`src/rtl/axi_mem_to_stream_tx_pkg.sv`:
```
// Shared types for the memory-to-stream transmit path: FSM states, pixel
// count type, pixel byte layout and the burst sizing helper.
package axi_mem_to_stream_tx_pkg;

    typedef enum logic [1:0] {
        ST_IDLE,
        ST_ADDR,
        ST_DATA,
        ST_DRAIN
    } state_t;

    typedef logic [31:0] pix_cnt_t;

    // Pixel word is {8'b0, R, G, B}
    localparam int PIX_R_LSB = 16;
    localparam int PIX_G_LSB = 8;
    localparam int PIX_B_LSB = 0;

    function automatic pix_cnt_t burst_pixels(input pix_cnt_t line_rem, input int unsigned max_len);
        return (line_rem < max_len) ? line_rem : pix_cnt_t'(max_len);
    endfunction

endpackage

```
`src/rtl/axi_mem_to_stream_tx_sync_fifo.sv`:
```
// Synchronous show-ahead FIFO with a registered head word; a push into an
// empty FIFO appears on dout the following cycle.
module axi_mem_to_stream_tx_sync_fifo #(
    parameter int DATA_WIDTH = 32,
    parameter int DEPTH      = 32
) (
    input  logic                      clk,
    input  logic                      rst,
    input  logic                      push,
    input  logic [DATA_WIDTH-1:0]     din,
    input  logic                      pop,
    output logic [DATA_WIDTH-1:0]     dout,
    output logic [$clog2(DEPTH):0]    count,
    output logic                      full,
    output logic                      empty
);
    localparam int AW = $clog2(DEPTH);

    logic [DATA_WIDTH-1:0] r_mem [DEPTH];
    logic [AW-1:0]         r_wr_ptr, r_rd_ptr, w_rd_next;
    logic [AW:0]           r_count, w_count_next;
    logic [DATA_WIDTH-1:0] r_dout;
    logic                  w_push, w_pop;

    assign full         = (r_count == (AW+1)'(DEPTH));
    assign empty        = (r_count == '0);
    assign w_pop        = pop && !empty;
    assign w_push       = push && (!full || w_pop);
    assign w_rd_next    = r_rd_ptr + AW'(w_pop);
    assign w_count_next = r_count + (AW+1)'(w_push) - (AW+1)'(w_pop);
    assign dout         = r_dout;
    assign count        = r_count;

    always_ff @(posedge clk) begin
        if (w_push) r_mem[r_wr_ptr] <= din;
    end

    always_ff @(posedge clk or posedge rst) begin
        if (rst) begin
            r_wr_ptr <= '0;
            r_rd_ptr <= '0;
            r_count  <= '0;
            r_dout   <= '0;
        end else begin
            if (w_push) r_wr_ptr <= r_wr_ptr + AW'(1);
            r_rd_ptr <= w_rd_next;
            r_count  <= w_count_next;
            // Next head is either already stored or is the word being written now
            if (w_count_next != '0)
                r_dout <= (w_push && (r_wr_ptr == w_rd_next)) ? din : r_mem[w_rd_next];
        end
    end

endmodule

```
`src/rtl/axi_mem_to_stream_tx.sv`:
```
// Fetches a frame over AXI4 read bursts (line-bounded, one outstanding) and
// replays it as an AXI4-Stream video master with tuser/tlast framing.
module axi_mem_to_stream_tx
    import axi_mem_to_stream_tx_pkg::*;
#(
    parameter int DATA_WIDTH = 32,
    parameter int ADDR_WIDTH = 32,
    parameter int BURST_LEN  = 16,
    parameter int FIFO_DEPTH = 32
) (
    input  logic                  clk,
    input  logic                  rst,
    input  logic                  start,
    input  logic [ADDR_WIDTH-1:0] base_addr,
    input  logic [15:0]           frame_width,
    input  logic [15:0]           frame_height,
    output logic                  busy,
    output logic                  done,
    output logic                  err,
    output logic [ADDR_WIDTH-1:0] araddr,
    output logic [7:0]            arlen,
    output logic                  arvalid,
    input  logic                  arready,
    input  logic [DATA_WIDTH-1:0] rdata,
    input  logic                  rlast,
    input  logic                  rvalid,
    output logic                  rready,
    output logic [DATA_WIDTH-1:0] m_axis_tdata,
    output logic                  m_axis_tvalid,
    input  logic                  m_axis_tready,
    output logic                  m_axis_tlast,
    output logic                  m_axis_tuser
);
    localparam int CW = $clog2(FIFO_DEPTH) + 1;

    state_t                r_state, w_next_state;
    logic [ADDR_WIDTH-1:0] r_base, r_araddr;
    logic [15:0]           r_width, r_height, r_col, r_row;
    pix_cnt_t              r_total, r_req, r_line_rem;
    logic [7:0]            r_arlen, r_cur_len, r_beat;
    logic                  r_busy, r_done, r_err;

    logic                  w_start_acc, w_zero, w_free_ok, w_ar_hs, w_r_hs;
    logic                  w_burst_end, w_pop, w_last_pix;
    pix_cnt_t              w_len, w_req_next, w_rem_after, w_rem_next;
    logic [DATA_WIDTH-1:0] w_fifo_dout;
    logic [CW-1:0]         w_fifo_count;
    logic                  w_fifo_full, w_fifo_empty;

    assign w_start_acc = start && (r_state == ST_IDLE) && !r_busy;
    assign w_zero      = (frame_width == 16'd0) || (frame_height == 16'd0);
    assign w_free_ok   = (pix_cnt_t'(FIFO_DEPTH) - pix_cnt_t'(w_fifo_count)) >= pix_cnt_t'(BURST_LEN);
    assign w_ar_hs     = arvalid && arready;
    assign w_r_hs      = rvalid && rready;
    assign w_burst_end = w_r_hs && (r_beat == r_cur_len);
    assign w_pop       = m_axis_tvalid && m_axis_tready;
    assign w_last_pix  = (r_row == r_height - 16'd1) && (r_col == r_width - 16'd1);

    assign w_len       = pix_cnt_t'(r_arlen) + pix_cnt_t'(1);
    assign w_req_next  = r_req + w_len;
    assign w_rem_after = r_line_rem - w_len;
    assign w_rem_next  = (w_rem_after == '0) ? pix_cnt_t'(r_width) : w_rem_after;

    assign busy          = r_busy;
    assign done          = r_done;
    assign err           = r_err;
    assign araddr        = r_araddr;
    assign arlen         = r_arlen;
    assign m_axis_tdata  = w_fifo_dout;
    assign m_axis_tvalid = !w_fifo_empty;
    assign m_axis_tuser  = m_axis_tvalid && (r_row == 16'd0) && (r_col == 16'd0);
    assign m_axis_tlast  = m_axis_tvalid && (r_col == r_width - 16'd1);

    always_ff @(posedge clk or posedge rst) begin
        if (rst) r_state <= ST_IDLE;
        else     r_state <= w_next_state;
    end

    always_comb begin
        w_next_state = r_state;
        arvalid      = 1'b0;
        rready       = 1'b0;
        case (r_state)
            ST_IDLE:  if (w_start_acc && !w_zero) w_next_state = ST_ADDR;
            ST_ADDR: begin
                // Only request when the whole burst is guaranteed to fit
                arvalid = w_free_ok;
                if (w_free_ok && arready) w_next_state = ST_DATA;
            end
            ST_DATA: begin
                rready = 1'b1;
                if (w_burst_end) w_next_state = (r_req < r_total) ? ST_ADDR : ST_DRAIN;
            end
            ST_DRAIN: if (w_pop && w_last_pix) w_next_state = ST_IDLE;
            default:  w_next_state = ST_IDLE;
        endcase
    end

    always_ff @(posedge clk or posedge rst) begin
        if (rst) begin
            r_busy     <= 1'b0;
            r_done     <= 1'b0;
            r_err      <= 1'b0;
            r_base     <= '0;
            r_araddr   <= '0;
            r_arlen    <= '0;
            r_cur_len  <= '0;
            r_beat     <= '0;
            r_width    <= '0;
            r_height   <= '0;
            r_total    <= '0;
            r_req      <= '0;
            r_line_rem <= '0;
            r_col      <= '0;
            r_row      <= '0;
        end else begin
            r_done <= (w_start_acc && w_zero) || ((r_state == ST_DRAIN) && w_pop && w_last_pix);
            if (w_start_acc) begin
                r_busy     <= 1'b1;
                r_err      <= 1'b0;
                r_base     <= base_addr;
                r_width    <= frame_width;
                r_height   <= frame_height;
                r_total    <= pix_cnt_t'(frame_width) * pix_cnt_t'(frame_height);
                r_req      <= '0;
                r_line_rem <= pix_cnt_t'(frame_width);
                r_araddr   <= base_addr;
                r_arlen    <= 8'(burst_pixels(pix_cnt_t'(frame_width), BURST_LEN) - pix_cnt_t'(1));
                r_beat     <= '0;
                r_col      <= '0;
                r_row      <= '0;
            end else if (r_done) begin
                r_busy <= 1'b0;
            end
            // araddr/arlen move on to the next burst once this one is accepted
            if (w_ar_hs) begin
                r_cur_len  <= r_arlen;
                r_req      <= w_req_next;
                r_line_rem <= w_rem_next;
                r_araddr   <= r_base + ADDR_WIDTH'(w_req_next);
                r_arlen    <= 8'(burst_pixels(w_rem_next, BURST_LEN) - pix_cnt_t'(1));
            end
            if (w_r_hs) begin
                if (rlast != (r_beat == r_cur_len)) r_err <= 1'b1;
                r_beat <= w_burst_end ? 8'd0 : r_beat + 8'd1;
            end
            if (w_pop) begin
                if (r_col == r_width - 16'd1) begin
                    r_col <= '0;
                    r_row <= r_row + 16'd1;
                end else begin
                    r_col <= r_col + 16'd1;
                end
            end
        end
    end

    axi_mem_to_stream_tx_sync_fifo #(
        .DATA_WIDTH (DATA_WIDTH),
        .DEPTH      (FIFO_DEPTH)
    ) u_fifo (
        .clk   (clk),
        .rst   (rst),
        .push  (w_r_hs),
        .din   (rdata),
        .pop   (w_pop),
        .dout  (w_fifo_dout),
        .count (w_fifo_count),
        .full  (w_fifo_full),
        .empty (w_fifo_empty)
    );

    // Read credit means a beat never arrives at a full FIFO unless a pop frees a slot
    a_no_overflow: assert property (@(posedge clk) disable iff (rst)
        !(w_r_hs && w_fifo_full && !w_pop));

endmodule
```
`config.mk`:
```
export PLATFORM = sky130hd
export DESIGN_NAME = axi_mem_to_stream_tx
export DESIGN_NICKNAME = d
export VERILOG_FILES = /design/src/rtl/axi_mem_to_stream_tx_pkg.sv /design/src/rtl/axi_mem_to_stream_tx_sync_fifo.sv /design/src/rtl/axi_mem_to_stream_tx.sv
export SDC_FILE = /design/constraint.sdc
export NUM_CORES = 2
export LEC_CHECK = 0
export CAP_MARGIN = 15
export CORE_MARGIN = 2
export CORE_UTILIZATION = 56
export DETAILED_ROUTE_END_ITERATION = 8
export PLACE_DENSITY = 0.77
export SLEW_MARGIN = 40
export SYNTH_ARGS = -nofsm -noshare
export SYNTH_HDL_FRONTEND = slang
export SYNTH_SLANG_ARGS = --single-unit
export TNS_END_PERCENT = 20
```
`constraint.sdc`:
```
create_clock -name clk -period 9.75 [get_ports clk]
set_input_delay 1.95 -clock clk [delete_from_list [all_inputs] [get_ports clk]]
set_output_delay 1.95 -clock clk [all_outputs]
set_load 0.05 [all_outputs]
```
== Yosys cells after proc, flatten, opt, wreduce, memory -nomap -nowiden ==
Memory sizes are Yosys's and may differ from the RTL's. A register that Yosys moved wholly into a read port is not among the register bits.
Index checks and enable logic that the tools add are counted.
Operators by class
  $mul: 1
  order comparisons: 4
  reduce and logical (&&, ||, !) cells: 38
  muxes and demuxes: 35
  add/subtract/negate cells: 16
  eq/ne operators: 12
Operators by type and width (number)
  two-way mux 32 bit: 7
  two-way mux 16 bit: 6
  logical NOT 16 bit: 4
  two-way mux 8 bit: 7
  adder 16 x 1 -> 16 bit (second input constant): 2
  adder 32 bit: 1
  adder 32 x 9 -> 32 bit: 1
  == test 16 bit: 2
  >= comparator 32 x 5 -> 1 bit (second input constant): 1
  logical NOT 32 bit: 1
  < comparator 32 bit: 1
  < comparator 32 x 5 -> 1 bit (second input constant): 1
  multiplier 16 x 16 -> 32 bit: 1
  subtractor 16 x 1 -> 16 bit (second input constant): 2
  subtractor 32 x 9 -> 32 bit: 1
  logical AND 1 bit: 18
  < comparator 16 x 5 -> 1 bit (second input constant): 1
  subtractor 8 x 1 -> 8 bit (second input constant): 2
  two-way mux 2 bit: 5
  adder 8 x 1 -> 9 bit (second input constant): 1
  two-way mux 1 bit: 9
  adder 8 x 1 -> 8 bit (second input constant): 1
  == test 8 bit: 1
  case mux 2 bit (4 select lines): 1
  18 further kinds: 29
Word-level totals
  register bits after elaboration: 269
  output and inout port bits: 80
  memory bits (writable): 1024
  memories: 1
  word-level logic and storage cells: 126
Memory list
  u_fifo.r_mem: depth 32, bits a word 32, rd ports 1, clocked after memory_dff 1, write ports 1, line axi_mem_to_stream_tx_sync_fifo.sv:19  | logic [DATA_WIDTH-1:0] r_mem [DEPTH];

== Depth between registers and ports, before layout ==
  word-level depth: 9
  mapped depth: 26
  depth with buffers taken out: 26

== Hierarchy ==
Synthesis repeated with hierarchy kept, for this count alone.
Unflattened totals
  cell total of the unflattened synthesis: 5056
  area, all modules: 66591.4 µm²
Modules (own cells, without submodules)
  axi_mem_to_stream_tx_sync_fifo: instances 1, cells an instance 2138, area an instance 41994.0 µm², seq. area each 31950.6 µm²
  axi_mem_to_stream_tx: instances 1, cells an instance 2918, area an instance 24597.3 µm², seq. area each 6331.1 µm²

== Worst setup path before layout ==
No wires, ideal clock.
  kind: input to register
  from: input port frame_width[9]
  to: register r_total[31]
  data required time: 9.615 ns
  data arrival time: 7.879 ns
  setup slack: 1.736 ns
  stages on the path: 26
  cells stage by stage: clkbuf_1 > buf_1 > nand2_1 > fa_1 > inv_1 > fa_1 > inv_1 > fa_1 > fa_1 > inv_1 > fa_1 > inv_1 > fa_1 > inv_1 > ha_1 > a21o_1 > a21oi_1 > a21oi_1 > a21oi_1 > o211ai_1 > a211o_1 > a41oi_1 > nor3_1 > a31oi_1 > xnor2_1 > o21ai_0
Between the ends
  word-level cells in the longest chain between the ends: 1
Ends and longest elaborated chain
  start: declaration: line axi_mem_to_stream_tx.sv:15  | input logic [15:0] frame_width,
  multiplier 16 x 16 -> 32 bit: line axi_mem_to_stream_tx.sv:124  | r_total <= pix_cnt_t'(frame_width) * pix_cnt_t'(frame_height);
  end signal: assignment: line axi_mem_to_stream_tx.sv:124
  end: declaration: line axi_mem_to_stream_tx.sv:39  | pix_cnt_t r_total, r_req, r_line_rem;
No other way between the ends.
A chain may end at the register's enable or synchronous reset.

== Final worst setup path ==
  from: input port frame_height[1]
  to: register r_total[31]
Between the ends
  word-level cells in the longest chain between the ends: 1
Ends and longest elaborated chain
  start: declaration: line axi_mem_to_stream_tx.sv:16  | input logic [15:0] frame_height,
  multiplier 16 x 16 -> 32 bit: line axi_mem_to_stream_tx.sv:124
No other way between the ends.

==> impl_metrics.yaml <==
worst_setup_path:
  critPathRequiredTime_ns: 10.36
  worstSetupStartpointType: "input port"
  critPathBufInv: 6
  crit_path_start: "frame_height[1]"
  critPathSlowestCell: "clkdlybuf4s50_1"
  cp_max_fo: 18
  worstSetupEndpointType: "flop"
  arrival_ns: 8.74
  cpLargestDelayFamily: "adder cells"
  cpPeakStageDelay_ns: 0.91
  cp_common_cell: "fa_1"
  r2r_start: "arlen[0]$_DFFE_PP0P_"
  timing_worst_setup_path_type: "input port to flop"
run:
  maxCapViolations: 0
cts:
  clock_latency_ns: 0.77
  cts-buffers-inserted: 135
  clk_pin_slew_ns: 0.06
  h-tree-depth: 4
  cts_setup_buffers: 0
  cts_max_path_buffers: 3
  cts_resized: 0
  clock_sinks: 1325
  ctsHoldBuffers: 0
  cts_tree: "yes"
  root_buffer: "clkbuf_16"
finish:
  final_cell_mix: "1,024 x edfxtp_1, 881 x nand2_1, 315 x inv_1"
  finalNetCount: 5713
  drive_gt1_frac: 0.126
  syn2layout_area_growth_pct: 12.8
  area.sequential_um2: 38300
  nFillCells: 8272
  multiInputGateArea_um2: 25900
  layout_commonest_cell: "edfxtp_1"
  postLayoutCoreUtil: 0.634
power_and_ir_drop:
  swShare: 0.363
  p_int_uw: 12800
  peakVddDrop_mv: 0.276
  power_switching_uw: 7300
  p_per_area_nw_per_um2: 270
  pwr-share-comb: 0.422
  p_leak_uw: 0.0287
  clkPwrFrac: 0.264
  pwr-share-seq: 0.314
timing:
  finalCritPeriodShare: 0.834
  worstMarginPinSlew_ns: 0.918
  final-hold-violation-count: 0
  rsz0062_at_grt: "false"
  final_max_slew_viol_count: 0
  fin_skew_ns: 0.0394
  timing.fmax_ghz: 0.123
  setup_tns_ns: 0
  slew_headroom: 0.388
  whs_ns: 0.471
  setup_viol: 0
  fin_crit_ns: 8.13
die:
  die_height_um: 347
  start_util: 0.562
  io_pins: 183
  placementRows: 126
  core_area_um2: 118000
  die_x_um: 347
  dieArea_um2: 121000
logic_synthesis:
  ys.flop_type: "edfxtp_1"
  synthDistinctLibCells: 95
  syn-num-nets: 5560
  yosysWarningCount: 0
  synth_seq_cells: 1325
  synth_edf_count: 1024
  netlist_instances: 5049
  seq_area_frac_synth: 0.580
  synth_area_per_cell_um2: 13.1
  async_reset_ff_frac: 0.227
  synthesis.area_um2: 66100
run_status:
  outcome: "complete, no violations"
detailed_routing:
  via_count: 43000
  firstDrtPassIters: 5
  dr.first_iter.drc_count: 5048
  post-route-drc-count: 0
  wirelength_um: 171000
  vias_per_cell: 6.28
  antenna_left: 0
  post_drt_wl_per_cell_um: 25.0
grt:
  grt-ovfl-total: 0
  grt_pass1_vias: 43900
  grt_max_degree: 112
  grt_pass1_wl_um: 261000
  antenna_found_initial: 7
  grt_use_total: 0.285
placement:
  gp_congestion: 0.908
  io_buffers: 182
  post-dp-hpwl_um: 103000
hold_path:
  hold_path_class: "flop to flop"
  hold_start: "r_total[0]$_DFFE_PP0P_"
worst paths after layout:
kind                                              endpoint  slack (ns)  cells past startpoint
worst max-delay path               r_total[31]$_DFFE_PP0P_        1.62                     25
worst min-delay path                r_total[0]$_DFFE_PP0P_        0.47                      2
worst max register to register      araddr[28]$_DFFE_PP0P_        3.08                     24
worst min register to register      r_total[0]$_DFFE_PP0P_        0.47                      2
min in group asynchronous       u_fifo.dout[2]$_DFFE_PP0P_        1.52                      2
max in group asynchronous           r_base[30]$_DFFE_PP0P_        6.66                      5
state kept, by name (all words and copies together), names as in the netlist, 8 cells and up:
name / count
r_col: 16
arlen: 8
r_base: 32
r_total: 32
r_width: 16
araddr: 32
r_height: 16
u_fifo.r_mem: 1024
r_row: 16
r_line_rem: 32
r_req: 32
r_cur_len: 8
r_beat: 8
u_fifo.dout: 32
stage by stage:
step	instance area, um2	total power, uW	instances	worst slack (ns)
floorplan	66100	12600	5049	1.74
detailed placement	69900	14800	6600	0.835
global route	74500	21100	6847	1.20
global placement	70000	14600	6597	0.894
CTS	74500	20200	6845	1.62
finish	74500	20100	6847	1.62
cells in the mapped netlist (35+ instances only):
cell,n,area share
a21oi_1,153,0.012
a311oi_1,35,0.0046
a31oi_1,69,0.0065
and2_1,101,0.0096
and3_1,66,0.0063
buf_1,63,0.0036
clkbuf_1,201,0.011
dfrtp_1,301,0.11
edfxtp_1,1024,0.47
fa_1,198,0.060
ha_1,210,0.040
inv_1,318,0.018
mux4_2,256,0.087
nand2_1,881,0.050
nand3_1,135,0.010
nor2_1,188,0.011
nor3_1,45,0.0034
nor4_1,39,0.0037
o21ai_0,213,0.016
xnor2_1,102,0.014
xor2_1,80,0.011
metal layers:
layer,routed length (um),global-route usage
met5,46,0
met4,7610,0.120
met3,15600,0.0502
met2,84100,0.475
met1,64100,0.371
power by group through the flow:
stage	logic (uW)	clock network (uW)	registers [uW]
after floorplan	5930	0	6620
after global placement	8190	0	6430
after detailed placement	8360	0	6430
after CTS	8500	5360	6320
after global routing	9240	5560	6320
final	8500	5310	6320
kinds of logic after synthesis:
group,synth area share
AND/OR/NAND/NOR,0.109
flip-flops,0.580
AO/OA/AOI/OAI,0.0655
buffers and inverters,0.0339
adder cells (fa/ha/maj),0.0998
multiplexers,0.0882
XOR/XNOR,0.0241
worst min-delay path: cells and delay by family, from the launching register on:
family	cells	cell delay (ns)
simple gates	2	0.10
flops	1	0.34
final cells by class:
type	instances	area share
multi-input combinational	3133	0.348
antenna	1	0.0000336
clock inverter	66	0.0116
timing repair buffer	289	0.0356
sequential	1325	0.514
clock buffer	179	0.0494
inverter	318	0.0161
tap	1536	0.0258
Power figures use the tool's default switching activity.
